--- config.mk ---
export PLATFORM = sky130hd
export DESIGN_NAME = control_unit
export DESIGN_NICKNAME = d
export VERILOG_FILES = /design/src/rtl/control_pkg.sv /design/src/rtl/control_decoder.sv /design/src/rtl/control_unit.sv
export SDC_FILE = /design/constraint.sdc
export NUM_CORES = 1
export LEC_CHECK = 0
export ABC_AREA = 0
export CAP_MARGIN = 10
export CORE_MARGIN = 4
export CORE_UTILIZATION = 43
export DETAILED_ROUTE_END_ITERATION = 12
export GPL_TIMING_DRIVEN = 0
export PLACE_DENSITY = 0.79
export SLEW_MARGIN = 20
export SYNTH_ARGS = -nofsm -noshare
export SYNTH_HDL_FRONTEND = slang
export SYNTH_HIERARCHICAL = 1
export SYNTH_SLANG_ARGS = --single-unit
export TNS_END_PERCENT = 1
--- constraint.sdc ---
create_clock -name clk -period 0.8 [get_ports clk]
set_input_delay 0.16 -clock clk [delete_from_list [all_inputs] [get_ports clk]]
set_output_delay 0.16 -clock clk [all_outputs]
set_load 0.005 [all_outputs]
--- src/rtl/control_pkg.sv ---
// Shared decode constants and the packed control word for the ID-stage decoder.
// No logic here. With CU_ILLEGAL_OPCODE_EN defined, the control word also carries illegal_op.
// Backpressure: none.
package control_pkg;

    localparam int OPCODE_W = 6;
    localparam int EXEC_W   = 4;

    localparam logic [OPCODE_W-1:0] OP_NOP  = 6'd0;
    localparam logic [OPCODE_W-1:0] OP_ADD  = 6'd1;
    localparam logic [OPCODE_W-1:0] OP_SUB  = 6'd3;
    localparam logic [OPCODE_W-1:0] OP_AND  = 6'd5;
    localparam logic [OPCODE_W-1:0] OP_OR   = 6'd6;
    localparam logic [OPCODE_W-1:0] OP_NOR  = 6'd7;
    localparam logic [OPCODE_W-1:0] OP_XOR  = 6'd8;
    localparam logic [OPCODE_W-1:0] OP_SLA  = 6'd9;
    localparam logic [OPCODE_W-1:0] OP_SLL  = 6'd10;
    localparam logic [OPCODE_W-1:0] OP_SRA  = 6'd11;
    localparam logic [OPCODE_W-1:0] OP_SRL  = 6'd12;
    localparam logic [OPCODE_W-1:0] OP_ADDI = 6'd32;
    localparam logic [OPCODE_W-1:0] OP_SUBI = 6'd33;
    localparam logic [OPCODE_W-1:0] OP_LD   = 6'd36;
    localparam logic [OPCODE_W-1:0] OP_ST   = 6'd37;
    localparam logic [OPCODE_W-1:0] OP_BEZ  = 6'd40;
    localparam logic [OPCODE_W-1:0] OP_BNE  = 6'd41;
    localparam logic [OPCODE_W-1:0] OP_JMP  = 6'd42;

    localparam logic [EXEC_W-1:0] EXE_ADD = 4'b0000;
    localparam logic [EXEC_W-1:0] EXE_SUB = 4'b0010;
    localparam logic [EXEC_W-1:0] EXE_AND = 4'b0100;
    localparam logic [EXEC_W-1:0] EXE_OR  = 4'b0101;
    localparam logic [EXEC_W-1:0] EXE_NOR = 4'b0110;
    localparam logic [EXEC_W-1:0] EXE_XOR = 4'b0111;
    localparam logic [EXEC_W-1:0] EXE_SHL = 4'b1000;
    localparam logic [EXEC_W-1:0] EXE_SRA = 4'b1001;
    localparam logic [EXEC_W-1:0] EXE_SRL = 4'b1010;

    typedef enum logic [1:0] {
        BR_NONE = 2'b00,
        BR_BEZ  = 2'b01,
        BR_BNE  = 2'b10,
        BR_JMP  = 2'b11
    } branch_t;

    typedef struct packed {
        logic [EXEC_W-1:0] exec_command;
        logic              mem_read;
        logic              mem_write;
        logic              wb_enable;
        logic              is_immediate;
        branch_t           branch_type;
`ifdef CU_ILLEGAL_OPCODE_EN
        logic              illegal_op;
`endif
    } ctrl_word_t;

endpackage

--- src/rtl/control_decoder.sv ---
// Opcode to control-word decode; unknown opcodes give an all-zero word.
// Latency: purely combinational. Sets illegal_op when CU_ILLEGAL_OPCODE_EN is defined.
// Backpressure: none.
module control_decoder
    import control_pkg::*;
(
    input  logic [OPCODE_W-1:0] opcode,
    output ctrl_word_t          ctrl_word
);

    // ALU-type ops write back; per-op fields are overridden below.
    always_comb begin
        ctrl_word = '0;
        case (opcode)
            OP_NOP: ctrl_word = '0;
            OP_ADD: begin ctrl_word.exec_command = EXE_ADD; ctrl_word.wb_enable = 1'b1; end
            OP_SUB: begin ctrl_word.exec_command = EXE_SUB; ctrl_word.wb_enable = 1'b1; end
            OP_AND: begin ctrl_word.exec_command = EXE_AND; ctrl_word.wb_enable = 1'b1; end
            OP_OR:  begin ctrl_word.exec_command = EXE_OR;  ctrl_word.wb_enable = 1'b1; end
            OP_NOR: begin ctrl_word.exec_command = EXE_NOR; ctrl_word.wb_enable = 1'b1; end
            OP_XOR: begin ctrl_word.exec_command = EXE_XOR; ctrl_word.wb_enable = 1'b1; end
            OP_SLA: begin ctrl_word.exec_command = EXE_SHL; ctrl_word.wb_enable = 1'b1; end
            OP_SLL: begin ctrl_word.exec_command = EXE_SHL; ctrl_word.wb_enable = 1'b1; end
            OP_SRA: begin ctrl_word.exec_command = EXE_SRA; ctrl_word.wb_enable = 1'b1; end
            OP_SRL: begin ctrl_word.exec_command = EXE_SRL; ctrl_word.wb_enable = 1'b1; end
            OP_ADDI: begin
                ctrl_word.exec_command = EXE_ADD;
                ctrl_word.wb_enable    = 1'b1;
                ctrl_word.is_immediate = 1'b1;
            end
            OP_SUBI: begin
                ctrl_word.exec_command = EXE_SUB;
                ctrl_word.wb_enable    = 1'b1;
                ctrl_word.is_immediate = 1'b1;
            end
            OP_LD: begin
                ctrl_word.exec_command = EXE_ADD;
                ctrl_word.wb_enable    = 1'b1;
                ctrl_word.mem_read     = 1'b1;
                ctrl_word.is_immediate = 1'b1;
            end
            OP_ST: begin
                ctrl_word.exec_command = EXE_ADD;
                ctrl_word.mem_write    = 1'b1;
                ctrl_word.is_immediate = 1'b1;
            end
            OP_BEZ: ctrl_word.branch_type = BR_BEZ;
            OP_BNE: ctrl_word.branch_type = BR_BNE;
            OP_JMP: begin
                ctrl_word.branch_type  = BR_JMP;
                ctrl_word.is_immediate = 1'b1;
            end
            default: begin
                ctrl_word = '0;
`ifdef CU_ILLEGAL_OPCODE_EN
                ctrl_word.illegal_op = 1'b1;
`endif
            end
        endcase
    end

endmodule

--- src/rtl/control_unit.sv ---
// ID-stage main decoder: decoded control word with flush-to-NOP, registered for ID/EX.
// Latency: one clk from opcode to outputs; rst clears outputs asynchronously.
// Backpressure: none. Adds illegal_op output when CU_ILLEGAL_OPCODE_EN is defined.
module control_unit
    import control_pkg::*;
#(
    parameter int OPCODE_W = 6,
    parameter int EXEC_W   = 4
) (
    input  logic                clk,
    input  logic                rst,
    input  logic [OPCODE_W-1:0] opcode,
    input  logic                flush,
    output logic [EXEC_W-1:0]   exec_command,
    output logic                mem_read,
    output logic                mem_write,
    output logic                wb_enable,
    output logic                is_immediate,
`ifdef CU_ILLEGAL_OPCODE_EN
    output logic                illegal_op,
`endif
    output logic [1:0]          branch_type
);

    ctrl_word_t dec_word;
    ctrl_word_t ctrl_d;
    ctrl_word_t ctrl_q;

    control_decoder u_decoder (
        .opcode    (opcode),
        .ctrl_word (dec_word)
    );

    always_comb begin
        ctrl_d = '0;
        if (!flush) begin
            ctrl_d = dec_word;
        end
    end

    always_ff @(posedge clk or posedge rst) begin
        if (rst) begin
            ctrl_q <= '0;
        end else begin
            ctrl_q <= ctrl_d;
        end
    end

    assign exec_command = ctrl_q.exec_command;
    assign mem_read     = ctrl_q.mem_read;
    assign mem_write    = ctrl_q.mem_write;
    assign wb_enable    = ctrl_q.wb_enable;
    assign is_immediate = ctrl_q.is_immediate;
    assign branch_type  = ctrl_q.branch_type;
`ifdef CU_ILLEGAL_OPCODE_EN
    assign illegal_op   = ctrl_q.illegal_op;
`endif

endmodule

Word level (Yosys, flattened, before mapping)
Index checks and enable logic that the tools add are counted.
{"block": "op_classes", "n_eq_ne": 17, "mux": 7, "n_reduce_logical": 4}
{"operator": "6-bit equality test, second input constant", "count": 7}
{"operator": "4-bit one-hot mux with 8 select lines", "count": 1}
{"operator": "6-bit by 4-bit equality test with 1-bit output, second input constant", "count": 5}
{"operator": "6-bit by 3-bit equality test with 1-bit output, second input constant", "count": 3}
{"operator": "13-bit OR reduction", "count": 1}
{"operator": "10-bit 2-to-1 mux", "count": 1}
{"operator": "6-bit by 1-bit equality test with 1-bit output, second input constant", "count": 1}
{"operator": "6-bit by 2-bit equality test with 1-bit output, second input constant", "count": 1}
{"operator": "2-bit one-hot mux with 3 select lines", "count": 1}
{"operator": "5-bit OR reduction", "count": 1}
{"operator": "1-bit 2-to-1 mux", "count": 4}
{"operator": "2-bit OR reduction", "count": 2}
{"block": "totals", "regBits": 10, "in_bits": 9, "out_inout_bits": 10, "word_cells": 34}

Depth between registers and ports, before layout
{"block": "depth", "depth_word": 4, "mapped_depth": 5}

Cells and area by module
The synthesis kept the hierarchy.
{"mod": "control_unit", "instances": 1, "cells_per_inst": 21, "area_each_um2": 316.6, "seq_area_each_um2": 250.2}
{"mod": "control_decoder", "instances": 1, "cells_per_inst": 39, "area_each_um2": 265.3, "seq_area_each_um2": 0.0}

Worst setup path after synthesis
OpenSTA, ideal clock, no wires.
{"block": "synth_path", "path_kind": "input-to-reg", "startpoint": "in opcode[0]", "endpoint": "reg ctrl_q, in the netlist wb_enable", "setup_time_ns": 0.118, "arrival_ns": 0.865, "required_ns": 0.682, "setup_slack_ns": -0.183, "cell_stages": 5, "n_path_buf": 1, "path_cell_list": "buf_6 > a21oi_1 > nor4_1 > or3_1 > nor2b_1"}
{"element": "start, declared", "line": "control_unit.sv:12", "rtl": "input logic [OPCODE_W-1:0] opcode,"}
{"element": "end signal, assigned", "line": "control_unit.sv:45", "rtl": "ctrl_q <= ctrl_d;"}
{"element": "end, declared", "line": "control_unit.sv:27", "rtl": "ctrl_word_t ctrl_q;"}

Final worst setup path
{"block": "layout_path", "startpoint": "reg ctrl_q, in the netlist branch_type[0]", "endpoint": "out branch_type[0]"}
{"element": "end, declared", "line": "control_unit.sv:22", "rtl": "output logic [1:0] branch_type"}
No word-level cell between the ends.

==> flow_metrics.env <==
export IMPL_status="finished, violations left"
export IMPL_hold_buffers=0
export IMPL_synthCells=60
export IMPL_critical_path_max_fanout=1
export IMPL_drtPass1Iterations=4
export IMPL_syn_num_nets=69
export IMPL_hold_class="in2async"
export IMPL_placed_cell_area_um2=797.0
export IMPL_die_area_um2=2006
export IMPL_fmax_mhz=1084
export IMPL_path_buf_inv=1
export IMPL_maxSlewHeadroom_pct=75.89
export IMPL_start_util_pct=49.05
export IMPL_p_switching_mw=0.2781
export IMPL_clkTransAtPathRegs_ps=70
export IMPL_numPortBuffers=18
export IMPL_die_w_um=44.79
export IMPL_place_gp_congestion=0.8035
export IMPL_grt_pass1_wl_um=1952
export IMPL_tightestPinTransition_ps=361.3
export IMPL_slowest_stage="dfrtp_1"
export IMPL_start_kind="register"
export IMPL_cts_htree_levels=1
export IMPL_netlist_area_um2=581.8
export IMPL_multi_input_area_um2=346.6
export IMPL_hold_violations=0
export IMPL_grt_usage_pct=13.25
export IMPL_netSwitchingFraction_pct=24.95
export IMPL_via_count=541
export IMPL_cts_max_path_buffers=2
export IMPL_yosysWarnings=6
export IMPL_power_internal_mw=0.8364
export IMPL_layout_drive_gt1_share_pct=41.67
export IMPL_cts_tree="yes"
export IMPL_antenna_found_initial=0
export IMPL_crit_chain="buf_2"
export IMPL_insertedDiodeCount=0
export IMPL_finalMaxSlewViolations=0
export IMPL_ys_types=26
export IMPL_fin_util_pct=75.63
export IMPL_cp_data_arrival_time_ps=760
export IMPL_leakagePower_nw=0.4401
export IMPL_power_density_nw_per_um2=1242
export IMPL_rsz0062_at_grt="true"
export IMPL_critPathTopFamily="flip-flops"
export IMPL_holdWs_ps=163.9
export IMPL_route_detailed_drc=0
export IMPL_setup_viol=13
export IMPL_syn_avg_cell_area_um2=9.697
export IMPL_seq_power_share_pct=46.3
export IMPL_wl_per_cell_um=14.15
export IMPL_cap_violations=0
export IMPL_area_growth_pct=54.19
export IMPL_grt_ovfl_total=0
export IMPL_p_comb_share_pct=24.2
export IMPL_grt_max_degree=11
export IMPL_vdd_ir_drop_max_mv=0.6881
export IMPL_worstPathRequired_ps=640
export IMPL_fin_area_um2=897.1
export IMPL_nNetsFinal=95
export IMPL_ios=19
export IMPL_ys_ff_latch=10
export IMPL_worst_slack_ps=-122.7
export IMPL_wl_um=1387
export IMPL_cts_root_buf="clkbuf_4"
export IMPL_numCtsBuffers=3
export IMPL_viasPerCell=5.520
export IMPL_dr_first_iter_drc_count=6
export IMPL_violations="negative setup slack"
export IMPL_coreArea_um2=1186
export IMPL_tns_ps=-1105
export IMPL_dpl_hpwl_um=793.7
export IMPL_endpoint_kind="output port"
export IMPL_fin_crit_sh_pct=115.3
export IMPL_die_h_um=44.79
export IMPL_postRouteAntennaNets=0
export IMPL_power_frac_clock_pct=29.5
export IMPL_min_period_ps=922.7
export IMPL_p_total_mw=1.114
export IMPL_critPathMaxStageDelay_ps=380
export IMPL_grt_pass1_vias=458
export IMPL_nFillCells=95
export IMPL_critical_path_class="reg2out"
export IMPL_seq_area_frac_synth_pct=43.01
export IMPL_std_cell_rows=12
export IMPL_cts_sinks=10
export IMPL_regArea_um2=250.2
through the flow:
stage / std cells / worst slack (ps)
floorplan: 60 / -148.8
global placement: 92 / -883.4
detailed placement: 92 / -926.0
CTS: 96 / -93.33
global route: 98 / -138.4
finish: 98 / -122.7
kinds of logic (layout without fill, tap and decap cells):
group | after synthesis | after routing | synth area share (%)
xor+xnor | 1 | 1 | 1.506
compound gates | 9 | 9 | 9.892
simple gates | 35 | 35 | 40.21
buf+inv | 5 | 29 | 5.376
flops | 10 | 10 | 43.01
registers in the layout, summed over array words and instances, names as in the netlist:
| name | flops |
|---|---|
| mem_read | 1 |
| wb_enable | 1 |
| exec_command | 4 |
| is_immediate | 1 |
| mem_write | 1 |
| branch_type | 2 |
placed cells by master, fill, tap and decap left out, drive strengths merged, types with 2 or more instances in the layout:
cell and instances:
buf 21, nor2b 11, dfrtp 10, nand2b 4
clkbuf 4, nor2 4, nor4 3, a21oi 3
nor3b 3, inv 2, and4bb 2, a21boi 2
final cells by class:
| class | count | share of cell area (%) |
|---|---|---|
| Buffer | 3 | 5.021 |
| Clock buffer | 3 | 2.510 |
| Inverter | 2 | 0.8368 |
| Multi-Input combinational cell | 45 | 38.63 |
| Sequential cell | 10 | 27.89 |
| Tap cell | 14 | 1.953 |
| Timing Repair Buffer | 21 | 23.15 |
cells in the mapped netlist:
library cell	instances	area, um^2
a2111oi_0	1	8.760
a21boi_1	2	15.01
a21oi_1	3	15.01
a31oi_1	1	6.260
and2b_2	1	8.760
and3_1	1	6.260
and4b_2	1	11.26
and4bb_1	2	25.02
buf_2	1	5.000
buf_4	1	7.510
buf_6	1	11.26
dfrtp_1	10	250.2
inv_1	2	7.510
nand2_1	1	3.750
nand2b_1	4	25.02
nand4bb_1	1	11.26
nor2_1	4	15.01
nor2b_1	11	68.82
nor3_1	1	5.000
nor3b_1	3	22.52
nor4_1	3	18.77
o21ai_1	1	5.000
o21bai_1	1	7.510
or2_0	1	6.260
or3_1	1	6.260
xnor2_1	1	8.760
what timing repair did:
item	4_1_cts	5_1_grt
buffers inserted	0	1
resized for setup	77	17
cloned	1	1
endpoints found under the setup margin	20	19
pin swaps	3	5
power by group through the flow:
stage          Sequential (mW)  Combinational [mW]  Clock [mW]
4_1_cts                  0.516               0.217       0.322
5_1_grt                  0.517               0.291       0.345
6_report                 0.516               0.270       0.329
3_3_place_gp             0.526               0.199           0
2_1_floorplan            0.527               0.105           0
3_5_place_dp             0.526               0.203           0
metal layers:
metal	part of all wire, %	up-vias	GRT usage, %
met5	0	-	0
met4	1.1	0	9.357
met3	8.6	2	1.594
met2	55	23	23.78
met1	35	256	14.18
li1	-	260	-
worst paths after layout:
| check | startpoint | end | slack (ps) | depth (start not counted) |
|---|---|---|---|---|
| worst max-delay path | branch_type[0]$_DFF_PP0_ | branch_type[0] | -120 | 1 |
| worst min-delay path | rst | mem_write$_DFF_PP0_ | 160 | 2 |
| max in group asynchronous | rst | wb_enable$_DFF_PP0_ | 360 | 2 |
| min in group clk | opcode[4] | exec_command[1]$_DFF_PP0_ | 250 | 3 |
Power figures use the tool's default switching activity.
